**src/rtl/branch_target_buffer.sv**
```systemverilog
// Direct-mapped branch target buffer with 2-bit replacement hysteresis,
// registered lookups (write-first against same-cycle updates) and saturating hit/miss counters.
module branch_target_buffer #(
  parameter int INDEX_BITS  = 3,
  parameter int COUNT_WIDTH = 16
) (
  input  logic                   clk,
  input  logic                   reset,
  input  logic                   lookup_valid,
  input  logic [31:0]            lookup_PC,
  output logic                   lookup_done,
  output logic                   hit,
  output logic [31:0]            predicted_target,
  input  logic [63:0]            tag_and_target_address,
  input  logic                   valid_tag_and_target,
  input  logic                   invalidate_all,
  output logic [COUNT_WIDTH-1:0] hit_count,
  output logic [COUNT_WIDTH-1:0] miss_count
);

  localparam int ENTRIES = 1 << INDEX_BITS;
  localparam int TAG_W   = 32 - INDEX_BITS;

  logic [ENTRIES-1:0] r_valid;
  logic [TAG_W-1:0]   r_tag    [ENTRIES];
  logic [31:0]        r_target [ENTRIES];
  logic [1:0]         r_conf   [ENTRIES];

  function automatic logic [1:0] conf_inc(input logic [1:0] c);
    return (c == 2'd3) ? c : c + 2'd1;
  endfunction

  function automatic logic [COUNT_WIDTH-1:0] cnt_inc(input logic [COUNT_WIDTH-1:0] c);
    return (c == '1) ? c : c + 1'b1;
  endfunction

  logic [31:0]           w_upd_pc;
  logic [31:0]           w_upd_target;
  logic [INDEX_BITS-1:0] w_upd_idx;
  logic [TAG_W-1:0]      w_upd_tag;
  logic                  w_upd_en;
  logic [TAG_W-1:0]      w_new_tag;
  logic [31:0]           w_new_target;
  logic [1:0]            w_new_conf;

  assign w_upd_pc     = tag_and_target_address[63:32];
  assign w_upd_target = tag_and_target_address[31:0];
  assign w_upd_idx    = w_upd_pc[INDEX_BITS-1:0];
  assign w_upd_tag    = w_upd_pc[31:INDEX_BITS];
  assign w_upd_en     = valid_tag_and_target && !invalidate_all;

  // Next state of the entry being updated; unchanged tag/target when hysteresis blocks a replace.
  always_comb begin
    w_new_tag    = r_tag[w_upd_idx];
    w_new_target = r_target[w_upd_idx];
    w_new_conf   = r_conf[w_upd_idx];
    if (!r_valid[w_upd_idx]) begin
      w_new_tag    = w_upd_tag;
      w_new_target = w_upd_target;
      w_new_conf   = 2'd1;
    end else if (r_tag[w_upd_idx] == w_upd_tag) begin
      w_new_target = w_upd_target;
      w_new_conf   = conf_inc(r_conf[w_upd_idx]);
    end else if (r_conf[w_upd_idx] == 2'd0) begin
      w_new_tag    = w_upd_tag;
      w_new_target = w_upd_target;
      w_new_conf   = 2'd1;
    end else begin
      w_new_conf   = r_conf[w_upd_idx] - 2'd1;
    end
  end

  logic [INDEX_BITS-1:0] w_lk_idx;
  logic [TAG_W-1:0]      w_lk_tag;
  logic                  w_fwd;
  logic                  w_eff_valid;
  logic [TAG_W-1:0]      w_eff_tag;
  logic [31:0]           w_eff_target;
  logic                  w_hit;

  assign w_lk_idx = lookup_PC[INDEX_BITS-1:0];
  assign w_lk_tag = lookup_PC[31:INDEX_BITS];

  // Write-first: a same-index update is forwarded into the lookup path.
  assign w_fwd        = w_upd_en && (w_upd_idx == w_lk_idx);
  assign w_eff_valid  = w_fwd ? 1'b1         : r_valid[w_lk_idx];
  assign w_eff_tag    = w_fwd ? w_new_tag    : r_tag[w_lk_idx];
  assign w_eff_target = w_fwd ? w_new_target : r_target[w_lk_idx];
  assign w_hit        = w_eff_valid && (w_eff_tag == w_lk_tag);

  always_ff @(posedge clk) begin
    if (reset) begin
      r_valid          <= '0;
      for (int i = 0; i < ENTRIES; i++) r_conf[i] <= 2'd0;
      lookup_done      <= 1'b0;
      hit              <= 1'b0;
      predicted_target <= '0;
      hit_count        <= '0;
      miss_count       <= '0;
    end else begin
      if (invalidate_all) begin
        r_valid <= '0;
        for (int i = 0; i < ENTRIES; i++) r_conf[i] <= 2'd0;
      end else if (valid_tag_and_target) begin
        r_valid[w_upd_idx] <= 1'b1;
        r_conf[w_upd_idx]  <= w_new_conf;
      end
      lookup_done      <= lookup_valid;
      hit              <= lookup_valid && w_hit;
      predicted_target <= (lookup_valid && w_hit) ? w_eff_target : 32'd0;
      if (lookup_valid) begin
        if (w_hit) hit_count  <= cnt_inc(hit_count);
        else       miss_count <= cnt_inc(miss_count);
      end
    end
  end

  // Tag/target storage carries no reset; validity alone qualifies it.
  always_ff @(posedge clk) begin
    if (!reset && w_upd_en) begin
      r_tag[w_upd_idx]    <= w_new_tag;
      r_target[w_upd_idx] <= w_new_target;
    end
  end

endmodule

```
**config.mk**
```make
export PLATFORM = sky130hd
export DESIGN_NAME = branch_target_buffer
export DESIGN_NICKNAME = d
export VERILOG_FILES = /design/src/rtl/branch_target_buffer.sv
export SDC_FILE = /design/constraint.sdc
export NUM_CORES = 1
export LEC_CHECK = 0
export ABC_CLOCK_PERIOD_IN_PS = 14600
export BUFFER_PORTS_ARGS = -buffer_cell sky130_fd_sc_hd__buf_2
export CORE_MARGIN = 2
export CORE_UTILIZATION = 65
export DETAILED_ROUTE_END_ITERATION = 6
export GPL_TIMING_DRIVEN = 0
export MAX_ROUTING_LAYER = met4
export PLACE_DENSITY = 0.84
export REMOVE_ABC_BUFFERS = 1
export SYNTH_ARGS = -nofsm -noshare
export SYNTH_HDL_FRONTEND = slang
export SYNTH_SLANG_ARGS = --single-unit
```
**constraint.sdc**
```tcl
create_clock -name clk -period 14.6 [get_ports clk]
set_input_delay 1.46 -clock clk [delete_from_list [all_inputs] [get_ports clk]]
set_output_delay 1.46 -clock clk [all_outputs]
set_load 0.03 [all_outputs]
```
# [Yosys cells after proc, flatten, opt, wreduce, memory -nomap -nowiden]
# Memory sizes are Yosys's and may differ from the RTL's. A register that Yosys moved wholly into a read port is not among the register bits.
# Index checks and enable logic that the tools add are counted.
[word_totals] ram_bits=504 memories=3 register_bits=42 input_bits=101 elab_cells=88
[mem_list] name="r_target" words=8 word_bits=32 read_ports=2 rd_ports_with_merged_regs=1 write_ports=1 line_no="26" text="logic [31:0] r_target [ENTRIES];"
[mem_list] name="r_tag" words=8 word_bits=29 read_ports=2 rd_ports_with_merged_regs=0 write_ports=1 line_no="25" text="logic [TAG_W-1:0] r_tag [ENTRIES];"
[mem_list] name="r_conf" words=8 word_bits=2 read_ports=1 rd_ports_with_merged_regs=0 write_ports=8 line_no="27" text="logic [1:0] r_conf [ENTRIES];"
[classes] reduce_logical=14 n_addsub=4 muxes=40 n_bitwise=13 n_lt_le_gt_ge=3 eq_ne=6
[ops] operator="$mux W29" n=4
[ops] operator="$mux W32" n=3
[ops] operator="$eq A29 B29 Y1" n=2
[ops] operator="$add A16 B1 Y16 const B" n=2
[ops] operator="$eq A16 B16 Y1 const B" n=2
[ops] operator="$mux W2" n=13
[ops] operator="$mux W1" n=16
[ops] operator="$lt A3 B4 Y1 const B" n=2
[ops] operator="$or A1 B1 Y1" n=8
[ops] operator="$or A8 B8 Y8" n=1
[ops] operator="$bmux W1 S3" n=2
[ops] operator="$logic_and A1 B1 Y1" n=6
[ops] operator="$reduce_and A3 Y1" n=2
[ops] operator="$reduce_or A2 Y1" n=3
[ops] operator="$not A1 Y1" n=4
[ops] operator="$demux W1 S3" n=1
[ops] operator="$eq A3 B3 Y1" n=1
[ops] operator="$ge A3 B1 Y1 const B" n=1
[ops] operator="$mux W3" n=1
[ops] operator="$add A2 B1 Y2 const B" n=1
[ops] operator="$eq A2 B2 Y1 const B" n=1
[ops] operator="$logic_not A1 Y1" n=2
[ops] operator="$logic_not A2 Y1" n=1
[ops] operator="$sub A2 B1 Y2 const B" n=1

# [Logic depth before layout (Yosys ltp)]
# Gate-level depths: netlist of the first run.
# An unclocked memory read counts as a cell.
[depth] ltp_word=11 depth_mapped=20 mapped_depth_nobuf=14

# [Worst setup path after synthesis of the first run]
# No wires, ideal clock.
[synth_path] path_kind="input port to flip-flop" start="input port tag_and_target_address[32]" end="register hit_count[15]" arrival_ns=5.871 setup_time_ns=0.123 path_slack_ns=8.605 stages=18 required_time_ns=14.477 path_buffers=4 path_cell_list="buf_6 buf_6 mux4_2 mux2i_1 xor2_1 nand3_1 nor4_1 or4b_1 buf_6 nor3_1 clkbuf_1 a221oi_1 xor2_1 nand2_1 nand4bb_1 or4b_4 nor4_1 mux2_1"
[synth_via] elab_chain_len=9 elab_cells_between_ends=16 cone_classes="eq/ne (3); mux (7); reduce/logical (4); memory (2)"
[synth_lines] element="from (decl)" line_no="14" text="input logic [63:0] tag_and_target_address,"
[synth_lines] element="branches (longest 7 deep; another with $mem_v2 Z8 W29)"
[synth_lines] element="$logic_and A1 B1 Y1 (*)" line_no="89" text="assign w_hit = w_eff_valid && (w_eff_tag == w_lk_tag);"
[synth_lines] element="$reduce_and A3 Y1 (no source line) (*)"
[synth_lines] element="to (signal assigned)" line_no="112" text="if (w_hit) hit_count <= cnt_inc(hit_count);"
[synth_lines] element="to (decl)" line_no="17" text="output logic [COUNT_WIDTH-1:0] hit_count,"
# Every way passes the cells marked *. The select of a mux whose other input is x is not followed.
# A chain may end at the register's enable or synchronous reset.

# [Worst setup path in the final report of the first run]
[layout_path] start="input port tag_and_target_address[34]" end="register miss_count[15]"
[layout_via] elab_chain_len=10 elab_cells_between_ends=17 cone_classes="eq/ne (3); mux (7); bitwise (1); reduce/logical (4); memory (2)"
[layout_lines] element="branches (longest 7 deep; another with $mem_v2 Z8 W29)"
[layout_lines] element="$logic_and A1 B1 Y1 (*)" line_no="89"
[layout_lines] element="$not A1 Y1 (no source line) (*)"
[layout_lines] element="$reduce_and A3 Y1 (no source line) (*)"
[layout_lines] element="to (signal assigned)" line_no="113" text="else miss_count <= cnt_inc(miss_count);"
[layout_lines] element="to (decl)" line_no="18" text="output logic [COUNT_WIDTH-1:0] miss_count"
# Marked as above.

==> results of run 1 <==
## routing by layer
| metal | GRT usage (%) | wire [um] | vias up |
|---|---|---|---|
| met5 | - | 0 | - |
| met4 | 18.0 | 3760 | 0 |
| met3 | 6.78 | 10100 | 328 |
| met2 | 59.3 | 41300 | 1702 |
| met1 | 50.3 | 31300 | 10630 |
| li1 | - | - | 8737 |
## state kept, by name (all words and copies together), names as in the netlist
register / flops
r_valid: 8
r_target: 256
hit_count: 16
hit: 1
r_tag: 232
predicted_target: 32
r_conf: 16
lookup_done: 1
miss_count: 16
## stage by stage
stage / utilization [%] / power, mW / hold slack [ns] / cell area, um2 / TNS [ns]
after floorplan: - / 2.11 / 0.429 / 28300 / 0
after global placement: 67.7 / 2.28 / 0.443 / 29900 / -1084.15
after detailed placement: 69.4 / 2.28 / 0.449 / 30600 / 0
after CTS: 73.7 / 3.73 / 0.457 / 32500 / 0
after global routing: 73.7 / 3.83 / 0.469 / 32500 / 0
final: 73.7 / 3.74 / 0.458 / 32500 / 0
## synthesized netlist by cell type (12+ instances only)
cell type / n
dfxtp_1: 74
nor2_1: 120
buf_6: 12
nor3_1: 25
inv_1: 38
a22oi_1: 20
buf_1: 18
clkbuf_1: 84
edfxtp_1: 504
and3_1: 16
o211a_1: 32
nor4_1: 13
a31oi_1: 29
o21ai_0: 68
or3_1: 26
nand2_1: 183
a221oi_1: 65
mux2_2: 32
xnor2_1: 23
buf_2: 22
a22o_1: 51
nor2b_1: 21
nand4_1: 18
o22ai_1: 18
mux2i_1: 114
mux4_2: 160
a21oi_1: 69
and2_1: 13
nand3_1: 37
a211oi_1: 22
## worst max-delay path by stage
stage / cells past startpoint / from / to / slack, ns
floorplan: 8 / tag_and_target_address[32] / predicted_target[0] / 5.59
global placement: 8 / tag_and_target_address[34] / r_target[6][5] / -3.66
detailed placement: 16 / tag_and_target_address[34] / miss_count[15] / 5.56
CTS: 16 / tag_and_target_address[34] / miss_count[15] / 6.17
global route: 16 / tag_and_target_address[34] / miss_count[15] / 5.43
finish: 16 / tag_and_target_address[34] / miss_count[15] / 5.67
## power breakdown
part | switching [mW] | internal [mW] | leakage (nW)
Sequential | 0.00725 | 1.84 | 5.17
Combinational | 0.268 | 0.147 | 5.52
Clock | 0.626 | 0.846 | 0.922
## worst min-delay path, cell delays in order (launching register included)
cell and delay [ns]:
dfxtp_1 0.32, nand2_1 0.06, nand2_1 0.04
## cells by family after synthesis
| kind of cell | share of synthesized area [%] |
|---|---|
| AO/OA/AOI/OAI | 12.1 |
| XOR/XNOR | 1.03 |
| adder cells (fa/ha/maj) | 0.0864 |
| buffers and inverters | 2.86 |
| flip-flops | 57.4 |
| multiplexers | 17.9 |
| AND/OR/NAND/NOR | 8.71 |
## layout make-up
| class | instances | share of cell area (%) |
|---|---|---|
| tap | 592 | 2.28 |
| multi-input combinational | 1339 | 35.7 |
| clock inverter | 25 | 0.923 |
| inverter | 39 | 0.511 |
| sequential | 578 | 51.1 |
| clock buffer | 79 | 4.86 |
| timing repair buffer | 201 | 4.65 |
| antenna | 5 | 0.0385 |
==> flow_metrics.env, run 1 <==
export IMPL_synth_largest_area_cell="edfxtp_1"
export IMPL_total_leakage_power_nw=11.6
export IMPL_vdd_ir_drop_max_mv=0.126
export IMPL_crit_buf_inv=2
export IMPL_worst_slack_ns=5.67
export IMPL_drc=0
export IMPL_multi_input_area_mm2=0.0116
export IMPL_clock_latency_ns=0.64
export IMPL_drv_cap=1
export IMPL_num_vias=21397
export IMPL_fmax_ghz=0.112
export IMPL_rr_worst_depth=14
export IMPL_cts_sinks=578
export IMPL_setup_viol=0
export IMPL_nNetsFinal=2318
export IMPL_dieArea_mm2=0.0463
export IMPL_ctsHoldBuffers=0
export IMPL_viasPerCell=7.49
export IMPL_fin_crit_sh_pct=61.2
export IMPL_synth_area_leaders="edfxtp_1 (52%), mux4_2 (12%), dfxtp_1 (5.1%), mux2i_1 (3.9%), nand2_1 (2.4%)"
export IMPL_crit_chain="buf_4, buf_16, nor2_1, a22o_1, a221oi_1, xnor2_1, nand4_1, or4b_1, nor3_1, a221oi_1, xnor2_1, nand4b_1, nor4_2, nor2_1, nand4_1, mux2_2"
export IMPL_ios=167
export IMPL_ys_warn_count=0
export IMPL_grt_overflow=0
export IMPL_ant_nets=0
export IMPL_min_path_type="flip-flop to flip-flop"
export IMPL_reg2reg_from="r_tag[5][19]"
export IMPL_slew_headroom_pct=-2.73
export IMPL_firstDrtPassIters=7
export IMPL_critPathCaptureType="flip-flop"
export IMPL_cts_buffers=56
export IMPL_portBuffers=166
export IMPL_drt_total_wl_um=86500
export IMPL_max_slew_worst_pin_slew_ns=1.54
export IMPL_grt_total_usage_pct=38.4
export IMPL_min_to="r_valid[5]"
export IMPL_wl_per_cell_um=30.3
export IMPL_synth_cell_types=90
export IMPL_synthFlopType="edfxtp_1"
export IMPL_layout_commonest_cell="edfxtp_1"
export IMPL_grt_pass1_vias=21327
export IMPL_hold_depth=2
export IMPL_async_flop_share_pct=0
export IMPL_synth_cells=2099
export IMPL_outcome="finished with violations"
export IMPL_die_width_um=215
export IMPL_fin_skew_ns=0.0394
export IMPL_seq_area_frac_synth_pct=57.4
export IMPL_slowest_stage="nor3_1"
export IMPL_grt_max_degree=73
export IMPL_final_cell_mix="edfxtp_1 (504), nand2_1 (183), mux4_2 (160), buf_2 (160), nor2_1 (115)"
export IMPL_start_util_pct=65.6
export IMPL_reg2reg_to="miss_count[15]"
export IMPL_worstPathMaxFanout=64
export IMPL_critical_path_class="input pin to flip-flop"
export IMPL_final_cells=2858
export IMPL_seq_area_mm2=0.0166
export IMPL_drtIter0Drc=3320
export IMPL_cts_root_buf="clkbuf_16"
export IMPL_antenna_found_initial=5
export IMPL_fillCellCount=2748
export IMPL_synth_top_cell_area_share_pct=52.3
export IMPL_cts_resized=0
export IMPL_synth_area_mm2=0.0290
export IMPL_powerDensity_mw_per_mm2=115
export IMPL_synth_edf_count=504
export IMPL_drv_slew=14
export IMPL_required_ns=15.11
export IMPL_dpl_hpwl_um=53400
export IMPL_clk_pin_slew_ns=0.06
export IMPL_min_period_ns=8.93
export IMPL_dpl_cell_count=2748
export IMPL_cp_arrival_ns=9.44
export IMPL_clk_path_buf_depth=3
export IMPL_rsz0062_at_grt="false"
export IMPL_coreArea_mm2=0.0441
export IMPL_max_stage_delay_ns=1.26
export IMPL_cts_setup_buffers=0
export IMPL_cts_tree="built"
export IMPL_grt_pass1_wl_um=129000
export IMPL_syn_to_final_growth_pct=12.4
export IMPL_violations="capacitance limit, slew limit"
export IMPL_htree_levels=2
export IMPL_place_congestion=0.990
export IMPL_rows=77
export IMPL_worst_setup_path_start_kind="input pin"
export IMPL_post_place_ws_ns=5.56
export IMPL_finalHoldViolations=0
export IMPL_rrSetupSlack_ns=7.38
export IMPL_drive_above_1_share_pct=23.2
export IMPL_path_delay_family="simple AND/OR/NAND/NOR gates"
export IMPL_synth_seq_cells=578
export IMPL_syn_area_per_cell_um2=13.8
export IMPL_hold_start="r_valid[5]"
export IMPL_fp_dieH_um=215
Power figures use the tool's default switching activity.
==> inputs of run 2 (changes only) <==
- ABC_CLOCK_PERIOD_IN_PS: 14600 -> 9400
- CORE_UTILIZATION: 65 -> 62
- PLACE_DENSITY: 0.84 -> 0.81
- clock period: 14.6 -> 9.4 ns (I/O delays scaled with it)
==> run 2 against run 1 <==
Net effect: the run ends with DRC left; core utilization decreased by 3.0 points; sequential power rose by 55%; critical path type unchanged; combinational power increased by 55%; critical endpoint unchanged; clock skew up 0.0098 ns; hold slack improved by 0.031 ns; flip-flop and latch count unchanged; power grew 61%; routed wire length decreased by 1.1%.
==> flow_metrics.env, run 2 (same netlist as run 1, synthesis figures left out) <==
export IMPL_ios=167
export IMPL_ctsHoldBuffers=0
export IMPL_htree_levels=2
export IMPL_drive_above_1_share_pct=23.7
export IMPL_cts_root_buf="clkbuf_16"
export IMPL_cts_sinks=578
export IMPL_worstPathMaxFanout=72
export IMPL_critical_path_class="input pin to flip-flop"
export IMPL_fin_area_mm2=0.0328
export IMPL_die_width_um=220
export IMPL_final_cell_mix="edfxtp_1 (504), nand2_1 (183), mux4_2 (160), buf_2 (160), nor2_1 (115)"
export IMPL_clk_path_buf_depth=3
export IMPL_powerDensity_mw_per_mm2=183
export IMPL_cts_setup_buffers=0
export IMPL_largest_register_ffs=256
export IMPL_coreArea_mm2=0.0464
export IMPL_layout_commonest_cell="edfxtp_1"
export IMPL_cts_tree="built"
export IMPL_start_util_pct=62.5
export IMPL_cts_buffers=57
export IMPL_nNetsFinal=2320
export IMPL_multi_input_area_mm2=0.0116
export IMPL_dpl_hpwl_um=54700
export IMPL_clk_pin_slew_ns=0.06
export IMPL_num_vias=20976
export IMPL_post_dp_cell_area_mm2=0.0307
export IMPL_grt_total_usage_pct=36.3
export IMPL_min_period_ns=8.02
export IMPL_vdd_ir_drop_max_mv=0.230
export IMPL_viasPerCell=7.30
export IMPL_worst_setup_path_start_kind="input pin"
export IMPL_cts_resized=0
export IMPL_slew_headroom_pct=6.21
export IMPL_power_mw=6.00
export IMPL_min_path_type="flip-flop to flip-flop"
export IMPL_slowest_stage="a221oi_1"
export IMPL_crit_chain="buf_6, buf_16, nor2_1, a22o_1, a221oi_1, xnor2_1, nand4_1, or4b_1, o31ai_4, a221oi_1, a211oi_2, nand4_1, nor4_2, nor2_1, nand4_1, mux2_2"
export IMPL_max_slew_worst_pin_slew_ns=1.40
export IMPL_outcome="finished with violations"
export IMPL_fmax_ghz=0.125
export IMPL_top_regs="r_target: 256 flops, r_tag: 232 flops, predicted_target: 32 flops"
export IMPL_max_stage_delay_ns=1.02
export IMPL_grt_max_degree=73
export IMPL_syn_to_final_growth_pct=13.2
export IMPL_drv_cap=0
export IMPL_setup_viol=0
export IMPL_portBuffers=166
export IMPL_drv_slew=0
export IMPL_fp_dieH_um=220
export IMPL_fillCellCount=3020
export IMPL_drt_total_wl_um=85500
export IMPL_power_frac_clock_pct=41.4
export IMPL_ant_nets=0
export IMPL_fin_crit_sh_pct=85.3
export IMPL_dieArea_mm2=0.0485
export IMPL_finalHoldViolations=0
export IMPL_seq_area_mm2=0.0166
export IMPL_violations="DRC"
export IMPL_combPwrFrac_pct=10.7
export IMPL_drc=2
export IMPL_grt_overflow=0
export IMPL_antenna_found_initial=2
export IMPL_largest_register="r_target"
export IMPL_drtIter0Drc=2505
export IMPL_power_frac_seq_pct=47.9
export IMPL_crit_top_cell="nand4_1"
export IMPL_wl_per_cell_um=29.8
export IMPL_power_internal_mw=4.59
export IMPL_grt_pass1_wl_um=125000
export IMPL_rows=79
export IMPL_place_congestion=1.04
export IMPL_switching_power_mw=1.41
export IMPL_p_sw_share_pct=23.5
export IMPL_total_leakage_power_nw=11.7
export IMPL_firstDrtPassIters=7
export IMPL_cp_arrival_ns=8.52
export IMPL_fin_skew_ns=0.0492
export IMPL_grt_pass1_vias=20477
export IMPL_required_ns=9.91
export IMPL_critPathCaptureType="flip-flop"
export IMPL_clock_latency_ns=0.66
export IMPL_rsz0062_at_grt="false"
==> run 2: layer usage <==
layer,global-route usage [%],vias to the layer above,wire length [um]
met5,-,-,0
met4,15.2,0,3160
met3,5.96,240,8970
met2,55.6,1527,40600
met1,48.9,10484,32800
li1,-,8725,-
==> run 2: power groups by stage <==
stage | combinational (mW) | clock, mW | sequential (mW)
floorplan | 0.353 | 0 | 2.93
global placement | 0.603 | 0 | 2.94
detailed placement | 0.623 | 0 | 2.93
CTS | 0.628 | 2.50 | 2.87
global route | 0.678 | 2.59 | 2.88
finish | 0.643 | 2.49 | 2.87
==> run 2: area by class of cell <==
| class | instances | share of cell area (%) |
|---|---|---|
| Sequential cell | 578 | 50.7 |
| Multi-Input combinational cell | 1339 | 35.4 |
| Clock buffer | 79 | 5.16 |
| Timing Repair Buffer | 202 | 4.71 |
| Tap cell | 607 | 2.32 |
| Clock inverter | 28 | 1.19 |
| Inverter | 39 | 0.508 |
| Antenna cell | 1 | 0.00763 |
==> run 2: path summary, 6_finish.rpt <==
| kind | startpoint | end | slack (ns) | cells after the start |
|---|---|---|---|---|
| worst max-delay path | tag_and_target_address[34] | miss_count[15] | 1.38 | 16 |
| worst min-delay path | r_valid[2] | r_valid[2] | 0.49 | 2 |
| worst max register to register | r_tag[7][12] | miss_count[15] | 2.43 | 14 |
| worst min register to register | r_valid[2] | r_valid[2] | 0.49 | 2 |
==> run 2: critical path, delay by kind of cell <==
family,cells,cell delay (ns)
xor+xnor,1,0.20
buf+inv,2,0.66
compound gates,5,2.87
simple gates,7,3.37
mux,1,0.34
==> run 2: metrics by stage <==
stage                     worst slack (ns)  util (%)  std cells  TNS (ns)  hold slack (ns)
after detailed placement             0.919      66.2       2765         0            0.460
after global routing                  1.22      70.7       2873         0            0.484
after CTS                             1.56      70.7       2872         0            0.477
final                                 1.38      70.7       2873         0            0.489
after floorplan                      0.906         -       1956         0            0.429
after global placement               -8.72      64.4       2729  -3782.58            0.444
